--- config.mk ---
export PLATFORM = sky130hd
export DESIGN_NAME = edge_generator
export DESIGN_NICKNAME = d
export VERILOG_FILES = /design/src/rtl/edge_generator.sv
export SDC_FILE = /design/constraint.sdc
export NUM_CORES = 1
export LEC_CHECK = 0
export BUFFER_PORTS_ARGS = -buffer_cell sky130_fd_sc_hd__buf_2
export CAP_MARGIN = 20
export CORE_AREA = 5 5 42 44
export CTS_CLUSTER_DIAMETER = 60
export DETAILED_ROUTE_END_ITERATION = 8
export DIE_AREA = 0 0 47 49
export MAX_ROUTING_LAYER = met4
export PLACE_DENSITY_LB_ADDON = 0.3
export SYNTH_ARGS = -nofsm -noshare
export SYNTH_HDL_FRONTEND = slang
export SYNTH_SLANG_ARGS = --single-unit
--- constraint.sdc ---
create_clock -name clk -period 1.8 [get_ports clk]
set_input_delay 0.09 -clock clk [delete_from_list [all_inputs] [get_ports clk]]
set_output_delay 0.09 -clock clk [all_outputs]
set_load 0.01 [all_outputs]
--- src/rtl/edge_generator.sv ---
// Rebuilds a rate-limited level from single-cycle rise/fall strobes; out changes one edge after a request.
// Optional pending slot enabled by defining EDGE_GENERATOR_PENDING_EN; otherwise toggles during hold are dropped.
module edge_generator #(
   parameter int MIN_HOLD = 4,
   parameter int CNT_W    = 8
) (
   input  logic clk,
   input  logic reset,
   input  logic pos,
   input  logic neg,
   output logic out,
   output logic busy,
   output logic dropped
);

   localparam logic [CNT_W-1:0] HOLD_LD = CNT_W'(MIN_HOLD - 1);
   localparam logic [CNT_W-1:0] ONE     = CNT_W'(1);

   logic [CNT_W-1:0] cnt, cnt_n;
   logic             out_n, dropped_n;
   logic             req_v, conflict, ready;

   assign req_v    = pos ^ neg;
   assign conflict = pos & neg;
   assign ready    = (cnt == '0);

`ifdef EDGE_GENERATOR_PENDING_EN
   logic pend_v, pend_v_n, pend_lvl, pend_lvl_n;
   logic tgt_v, tgt;

   always_comb begin
      out_n      = out;
      cnt_n      = cnt;
      dropped_n  = conflict;
      pend_v_n   = pend_v;
      pend_lvl_n = pend_lvl;
      tgt_v      = req_v | pend_v;
      tgt        = req_v ? pos : pend_lvl;
      if (ready) begin
         // A fresh request takes priority over whatever is parked.
         pend_v_n = 1'b0;
         if (tgt_v && (tgt != out)) begin
            out_n = tgt;
            cnt_n = HOLD_LD;
         end
      end else begin
         cnt_n = cnt - ONE;
         if (req_v) begin
            if (pos != out) begin
               pend_v_n   = 1'b1;
               pend_lvl_n = pos;
            end else begin
               pend_v_n = 1'b0;
            end
         end
      end
   end

   always_ff @(posedge clk) begin
      if (reset) begin
         pend_v   <= 1'b0;
         pend_lvl <= 1'b0;
      end else begin
         pend_v   <= pend_v_n;
         pend_lvl <= pend_lvl_n;
      end
   end

   assign busy = !ready | pend_v;
`else
   always_comb begin
      out_n     = out;
      cnt_n     = cnt;
      dropped_n = conflict;
      if (ready) begin
         if (req_v && (pos != out)) begin
            out_n = pos;
            cnt_n = HOLD_LD;
         end
      end else begin
         cnt_n = cnt - ONE;
         if (req_v && (pos != out))
            dropped_n = 1'b1;
      end
   end

   assign busy = !ready;
`endif

   always_ff @(posedge clk) begin
      if (reset) begin
         out     <= 1'b0;
         cnt     <= '0;
         dropped <= 1'b0;
      end else begin
         out     <= out_n;
         cnt     <= cnt_n;
         dropped <= dropped_n;
      end
   end

endmodule

==> results of run 1 <==
[per-layer routing]
layer / wire, um / GRT usage (%) / up-vias
met2: 564 / 18.1 / 8
met3: 47 / 2.21 / 5
met1: 510 / 15.2 / 226
met5: 0 / - / -
met4: 48 / 9.68 / 0
li1: - / - / 248
[worst paths after layout]
kind | start | endpoint | slack [ns]
max | cnt[0] | cnt[6] | 0.06
max reg2reg | cnt[0] | cnt[6] | 0.06
min | reset | cnt[6] | 0.12
min reg2reg | cnt[7] | cnt[7] | 0.52
[metrics by stage]
| stage | setup TNS (ns) | utilization, % | setup slack (ns) | cells | area (sq um) |
|---|---|---|---|---|---|
| 2_1_floorplan | 0 | - | 0.0107 | 56 | 513 |
| 3_3_place_gp | 0 | 44.2 | 0.0216 | 85 | 619 |
| 3_5_place_dp | 0 | 44.2 | 0.00328 | 85 | 619 |
| 4_1_cts | 0 | 46.6 | 0.0555 | 88 | 653 |
| 5_1_grt | -0.0194 | 47.4 | -0.0187 | 88 | 664 |
| 6_report | 0 | 47.4 | 0.0558 | 88 | 664 |
[cells in the mapped netlist]
| cell | number |
|---|---|
| dfxtp_1 | 10 |
| a21oi_1 | 8 |
| o21ai_0 | 4 |
| a211oi_1 | 3 |
| inv_1 | 3 |
| or3_1 | 3 |
| ha_1 | 2 |
| nand2_1 | 2 |
| nor2_1 | 2 |
| nor3_1 | 2 |
| o31ai_1 | 2 |
| a2111o_1 | 1 |
| a21o_1 | 1 |
| and2b_2 | 1 |
| clkbuf_1 | 1 |
| mux2_2 | 1 |
| mux2i_1 | 1 |
| nand4_1 | 1 |
| nor4b_1 | 1 |
| or2b_1 | 1 |
| or3b_2 | 1 |
| or4_1 | 1 |
| or4_4 | 1 |
| or4b_1 | 1 |
| or4b_4 | 1 |
| xor2_1 | 1 |
[state kept, by name, summed over array words and instances, names as in the netlist]
signal	count
dropped	1
out	1
cnt	8
[power groups by stage]
stage	registers (mW)	clock network [mW]	logic, mW
after global routing	0.422	0.175	0.969
after floorplan	0.403	0	0.500
after detailed placement	0.399	0	0.827
after CTS	0.397	0.160	0.862
after global placement	0.397	0	0.827
final	0.406	0.153	0.882
[kinds of logic (layout without fill, tap and decap cells)]
kind of cell    count (synthesis)  in the layout
xor+xnor                        1              1
mux                             2              2
simple gates                   18             18
compound gates                 19             19
flops                          10             10
buf+inv                         4             20
fa+ha+maj                       2              2
[timing repair]
item | in CTS | in global routing
setup endpoints to repair | 2 | 2
hold buffers | 0 | 0
endpoints found under the hold margin | 0 | 0
resized for setup | 2 | 6
[cell type report]
class | count | area (sq um)
tap | 16 | 20.0
clock buffer | 3 | 22.5
fill | 150 | 737
multi-input combinational | 42 | 319
sequential | 10 | 201
timing repair buffer | 14 | 90.1
inverter | 3 | 11.3
==> run metrics, run 1 <==
critical path arrival 1.95 ns; first-pass GRT wire length between 2 and 2.5 mm; PnR Total Power 1.44 mW; P_sw approximately 0.57 mW; cell mode on critical path or4b_4; kind of critical path flip-flop to flip-flop; Max Root-Sink Buffers 2; initial antenna violation count 0; Slew Limit Fails 0; Synth Area in Compound Gates 22.7%; share of post-route cells with drive strength above 1 41.7%; Hold Path Stages 2; total routed wirelength ~1.2 mm; chip width 47 um; most frequent cells in the layout dfxtp_1, buf_4, a21oi_1; Worst VDD drop between 0.0009 and 0.001 V; routability cong. 0.743; Pwr Density 2170 mW/mm^2; Synthesized Nets between 60 and 70; Final setup viols 0; TritonCTS buffer count 3; f_max 573 MHz; Clock Latency Late Sink 0.27 ns; #FFs+latches synth 10; worst-margin pin slew about 0.27 ns; Root Driver clkbuf_4; DRT Pass-1 Iters 4; Core ar. roughly 0.0014 sq mm; ant diodes 0; slew margin rel. between 80% and 90%; multiplexer share of the synthesized area between 4 and 5%; # DRC 0; vias per cell 5.53; worst stage delay on the critical path ~0.53 ns; die footprint between 0.002 and 0.0025 sq mm; Antenna Nets Post-Route 0; htree depth 1; Required @ worst endpoint 2.01 ns; CP bufs+invs 1; Syn Inst Count 56; main combinational cell family by area after synthesis simple AND/OR/NAND/NOR gates; Worst path depth 5; I/O Pins 7; Post-Synth Adder-Cell Area around 5%; skew final between 0.00015 and 0.0002 ns; worst hold path type input port to flip-flop; Sink Count 10; share of the synthesized area in the top cell type roughly 39%; number of setup buffers added after CTS 0; register area share after synthesis between 30 and 40%; worst-path fanout max 4; Pint 0.867 mW; number of global-route vias before repair 480; Tot GR Track Use around 13%; Yosys top cell by area dfxtp_1; Die Span Y 49 um; largest net degree at the start of global routing 12; DPL Wire Length 789 um; status complete, no violations; PortBufs 6; crit-path cells inv_2, ha_2, or4b_4, or4b_4, a21oi_2; Leakage between 0.2 and 0.3 nW; crit path launch type flip-flop; clock share of power 10.6%; Synth cell types 26; most common cell after layout, fill and taps aside dfxtp_1; Rows 14; Reg clk slew, reported paths around 0.060 ns; CTS tree yes; Fin Hold WS 0.121 ns; Tcrit/Tclk final roughly 97%; Crit-path slowest cell or4b_4; layout net count 80; initial drt markers 12; Initial Utilization between 30 and 40%; Final Hold Viols 0; delay-heaviest family, CP simple AND/OR/NAND/NOR gates; wire length per cell roughly 13 um; Tmin final between 1.5 and 2 ns; Worst setup EP type flip-flop; ranking of synthesized cells by area dfxtp_1, a21oi_1, ha_1; Sw Ratio between 30% and 40%; Yosys warning count 0; max-cap viol count 0; simple-gate portion of the synthesized area between 20% and 30%; Vias 487; Logic pwr share a little over 60%; Area Growth Syn to Fin 29.5%; grt ovf 0; xor and xnor fraction of the mapped netlist area 1.71%; Syn Std Cell Area between 500 and 600 sq um; r2r worst-path depth 5; Reg power frac between 20 and 30%; Mapped Avg Cell Area ~9.2 sq um
(Power assumes the default switching activity.)
==> run 2, diff against run 1 <==
- clock period: 1.8 -> 1.54 ns (I/O delays scaled with it)
==> run 2 against run 1 <==
Against the previous run: the flow now finishes with violations (setup timing); clock power rose by 16%; clock-buffer cell count is the same; sequential power grew 16%; largest power group unchanged; register-to-register slack worse by 0.22 ns; via count grew 11%; non-clock buffer count up 12.
==> run metrics, run 2 (same netlist as run 1, synthesis figures left out) <==
status finished, violations left; Worst setup EP type flip-flop; Final setup viols 6 (+6); worst-margin pin slew 0.235 ns (-0.0337 ns); gr busiest metal met2; Initial Utilization 36.6% (unchanged); # DRC 0 (unchanged); post-place setup slack -0.167 ns (-0.171 ns); number of global-route vias before repair 543 (+13%); max-cap viol count 0 (unchanged); skew final 0.00597 ns (+0.00580 ns); CP bufs+invs 1 (unchanged); routability cong. 0.789 (+6.2%); Non-Filler Instances 100 (+14%); grt ovf 0 (unchanged); ant diodes 0 (unchanged); Vias 540 (+11%); GRT met1 Usage 16.3% (+1.1 points); die footprint 0.00230 sq mm (unchanged); max reg flops 8 (unchanged); wire length per cell 12.8 um (-3.6%); kind of critical path flip-flop to flip-flop; critical path arrival 1.86 ns (-0.09 ns); Reg clk slew, reported paths 0.06 ns (about the same); Area Growth Syn to Fin 57.3%; worst hold path type input port to flip-flop; Placed Cells incl. Taps 91 (+7.1%); first-pass GRT wire length 2.36 mm (+14%); M3 GR Usage 6.64% (+4.4 points); final worst slack -0.166 ns (-0.221 ns); crit-path cells inv_2, ha_4, or4b_4, a211oi_4, mux2_4; worst stage delay on the critical path 0.49 ns (-0.04 ns); share of post-route cells with drive strength above 1 54.8% (+13 points); crit path launch type flip-flop; Post-Layout Inst Area 807 sq um (+21%); PortBufs 6 (unchanged); Worst VDD drop 0.00154 V (+55%); delay-heaviest family, CP simple AND/OR/NAND/NOR gates; worst-path fanout max 4 (unchanged); most frequent cells in the layout buf_4, dfxtp_1, a21oi_1; routing usage on met2 21.5% (+3.4 points); DRT Pass-1 Iters 3 (-1); f_max 586 MHz (+2.3%); Core ar. 0.00140 sq mm (unchanged); CTS tree yes; Tmin final 1.71 ns (-0.0385 ns); Rows 14 (unchanged); I/O Pins 7 (unchanged); slew margin rel. 84.3% (+2.2 points); RSZ-0062 raised after global routing true; setup_tns -0.585 ns (-0.585 ns); Clock Latency Late Sink 0.27 ns (about the same); largest net degree at the start of global routing 12 (unchanged); Antenna Nets Post-Route 0 (unchanged); Die Span Y 49 um (unchanged); htree depth 1 (unchanged); vias per cell 5.40 (-2.4%); Slew Limit Fails 0 (unchanged); total routed wirelength 1.28 mm (+9.6%); failing checks setup timing; initial antenna violation count 0 (unchanged); Leakage 0.352 nW (+27%); Pwr Density 2690 mW/mm^2 (+24%); DPL Wire Length 899 um (+14%); fill count 138 (-8.0%); Final Hold Viols 0 (unchanged); Required @ worst endpoint 1.69 ns (-0.32 ns); most common cell after layout, fill and taps aside buf_4; chip width 47 um (unchanged); initial drt markers 1 (-11); cts hold-fix bufs 0 (unchanged); layout net count 92 (+15%); Root Driver clkbuf_4; largest registers cnt: 8 flops, dropped: 1 flops, out: 1 flops; Sink Count 10 (unchanged); Tcrit/Tclk final 111% (+14 points); TritonCTS buffer count 3 (unchanged); Crit-path slowest cell or4b_4; Biggest register cnt; Util after Layout 57.6% (+10 points); Tot GR Track Use 14.6% (+1.9 points); Max Root-Sink Buffers 2 (unchanged); cell area after placement 688 sq um (+11%)
run 2: where the power goes:
| part | switching (mW) | internal, mW | leakage (nW) |
|---|---|---|---|
| Sequential | 0.0927 | 0.376 | 0.0828 |
| Combinational | 0.628 | 0.894 | 0.255 |
| Clock | 0.0866 | 0.0902 | 0.0138 |
run 2: area by class of cell:
type                    instances  area [sq um]  area share, %
flip-flops and latches         10           203           25.1
clock buffers                   3          22.5           2.79
repair buffers                 26           184           22.8
inverters                       3          11.3           1.40
multi-input cells              42           367           45.4
well taps                      16          20.0           2.48
run 2: stage by stage:
stage	hold WS (ns)	total power [mW]
5_1_grt	0.134	2.38
3_3_place_gp	0.384	1.63
6_report	0.115	2.17
3_5_place_dp	0.387	1.65
4_1_cts	0.0939	2.03
2_1_floorplan	0.231	1.13
run 2: layer usage:
metal,wire length [um],vias up
met4,30,0
met3,82,5
met1,560,251
met2,611,9
li1,-,275
met5,0,-
run 2: repair_timing:
action,4_1_cts,5_1_grt
endpoints found under the setup margin,7,9
resized for setup,5,6
buffers inserted,3,4
pin swaps,9,6
run 2: worst min-delay path, stage by stage:
cell,delay (ns)
buf_2,0.13
nand4_1,0.07
a21oi_1,0.06
run 2: worst paths after layout:
| check | startpoint | endpoint | slack (ns) | cells after the start |
|---|---|---|---|---|
| worst min register to register | cnt[7] | cnt[7] | 0.53 | 2 |
| worst min-delay path | pos | out | 0.11 | 3 |
| worst max register to register | cnt[1] | cnt[1] | -0.17 | 5 |
| worst max-delay path | cnt[1] | cnt[1] | -0.17 | 5 |
==> run 3, diff against run 2 <==
- CORE_AREA: 5 5 42 44 -> default
- CORE_MARGIN: default -> 5
- CORE_UTILIZATION: default -> 35
- DIE_AREA: 0 0 47 49 -> default
==> run 3 against run 2 <==
Against the previous run: setup slack improved by 0.015 ns; utilization rose by 1.4 points; power rose by 2.1%; critical path depth is the same; clock power rose by 5%; die area grew 1.2%; critical path type unchanged; fmax increased by 0.90%; first-iteration DRC count grew to 3.0 times the previous value; the flow still finishes with violations (setup timing); clock-buffer cell count unchanged.
==> run metrics, run 3 (same netlist as run 1, synthesis figures left out) <==
status finished, violations left; failing checks setup timing; vias per cell 5.75 (+6.5%); layout net count 89 (-3.3%); worst stage delay on the critical path 0.48 ns (about the same); first-pass GRT wire length 2.31 mm (-2.0%); max reg flops 8 (unchanged); HP Start pos; Slew Limit Fails 0 (unchanged); # DRC 0 (unchanged); Worst VDD drop 0.00131 V (-14%); I/O Pins 7 (unchanged); worst-path fanout max 3 (-1); PortBufs 6 (unchanged); Fin Hold WS 0.105 ns (-0.0102 ns); initial antenna violation count 0 (unchanged); Antenna Nets Post-Route 0 (unchanged); reg-to-reg slack, setup -0.15 ns (+0.02 ns); Reg clk slew, reported paths 0.07 ns (about the same); CTS tree yes; r2r worst-path depth 5 (unchanged); worst-margin pin slew 0.260 ns (+0.0246 ns); wire length per cell 14.8 um (+15%); Pwr Density 2780 mW/mm^2 (+3.3%); Leakage 0.339 nW (-3.7%); cts hold-fix bufs 0 (unchanged); Tmin final 1.69 ns (-0.0152 ns); Biggest register cnt; htree depth 1 (unchanged); Area Growth Syn to Fin 55.4%; crit-path cells inv_2, ha_4, or4b_4, or4b_1, a21oi_1; Core ar. 0.00135 sq mm (-3.7%); f_max 592 MHz (+0.90%); final worst slack -0.150 ns (+0.0152 ns); grt ovf 0 (unchanged); Required @ worst endpoint 1.75 ns (+0.06 ns); Root Driver clkbuf_4; critical path arrival 1.90 ns (+0.04 ns); Final Hold Viols 0 (unchanged); DPL Wire Length 884 um (-1.6%); Tcrit/Tclk final 110% (-0.99 points); die footprint 0.00233 sq mm (+1.2%); largest net degree at the start of global routing 12 (unchanged); TritonCTS buffer count 3 (unchanged); Clock Latency Late Sink 0.27 ns (about the same); Vias 552 (+2.2%); crit path from cnt[1]; worst hold path type input port to flip-flop; chip width 48.3 um (+2.7%); max-cap viol count 0 (unchanged); Critical Path Sink cnt[6]; most frequent cells in the layout buf_4, a21oi_1, dfxtp_1; reg2reg start cnt[1]; Initial Utilization 38.0% (+1.4 points); Tot GR Track Use 15.3% (+0.71 points); number of global-route vias before repair 509 (-6.3%); kind of critical path flip-flop to flip-flop; slew margin rel. 82.6% (-1.6 points); Util after Layout 59.0% (+1.4 points); share of post-route cells with drive strength above 1 51.9% (-2.9 points); Worst path depth 5 (unchanged); largest registers cnt: 8 flops, dropped: 1 flops, out: 1 flops; Final setup viols 7 (+1); Worst setup EP type flip-flop; skew final 0.00269 ns (-0.00328 ns); worst reg2reg path endpoint cnt[6]; routability cong. 0.758 (-4.0%); Sink Count 10 (unchanged); initial drt markers 3 (+2); Die Span Y 48.3 um (-1.5%); Max Root-Sink Buffers 2 (unchanged); ant diodes 0 (unchanged); CP bufs+invs 1 (unchanged); crit path launch type flip-flop; Rows 13 (-1); total routed wirelength 1.42 mm (+11%); most common cell after layout, fill and taps aside buf_4; Crit-path slowest cell or4b_4; DRT Pass-1 Iters 4 (+1); RSZ-0062 raised after global routing true; delay-heaviest family, CP simple AND/OR/NAND/NOR gates
## run 3: changes by cell type in the layout (fill, tap and decap cells not counted), sizes merged
cell and change:
buf -3
## run 3: power by group
part | internal, mW | leakage [nW] | total (mW) | switching [mW]
clock network | 0.0905 | 0.0138 | 0.185 | 0.0945
registers | 0.376 | 0.0828 | 0.502 | 0.126
logic | 0.861 | 0.242 | 1.53 | 0.664
total | 1.33 | 0.339 | 2.21 | 0.884
## run 3: metal layers
metal | track usage, % | routed length, um
met2 | 23.4 | 694
met1 | 17.4 | 621
met3 | 3.32 | 57
met5 | - | 0
met4 | 10.8 | 48
## run 3: cell type report
cell class	instances	area (sq um)
multi-input combinational	42	377
timing repair buffer	23	165
tap	15	18.8
fill	116	553
inverter	3	11.3
sequential	10	203
clock buffer	3	22.5
## run 3: per-stage QoR
stage / setup TNS (ns) / setup WS, ns / instances / instance area, sq um / power, mW
3_5_place_dp: -0.504 / -0.156 / 88 / 672 / 1.59
3_3_place_gp: -0.422 / -0.144 / 88 / 672 / 1.57
2_1_floorplan: -0.252 / -0.149 / 56 / 537 / 1.13
6_report: -0.640 / -0.150 / 96 / 797 / 2.21
5_1_grt: -1.21 / -0.207 / 96 / 797 / 2.38
4_1_cts: -0.362 / -0.137 / 94 / 756 / 2.00
## run 3: how the worst min path moves through the flow
| stage | end | slack (ns) | cells past startpoint |
|---|---|---|---|
| after floorplan | out | 0.23 | 2 |
| after global placement | out | 0.39 | 3 |
| after detailed placement | out | 0.39 | 3 |
| after CTS | out | 0.11 | 3 |
| after global routing | out | 0.13 | 3 |
| final | out | 0.10 | 3 |
## run 3: repair_timing
action	4_1_cts	5_1_grt
setup endpoints to repair	8	10
pin swaps	7	4
gates resized for setup	8	5
buffers inserted	3	2
## run 3: worst reg2reg max path: stages, from the launching register on
cell	delay, ns
dfxtp_2	0.33
inv_2	0.08
ha_4	0.13
or4b_4	0.48
or4b_1	0.48
a21oi_1	0.12
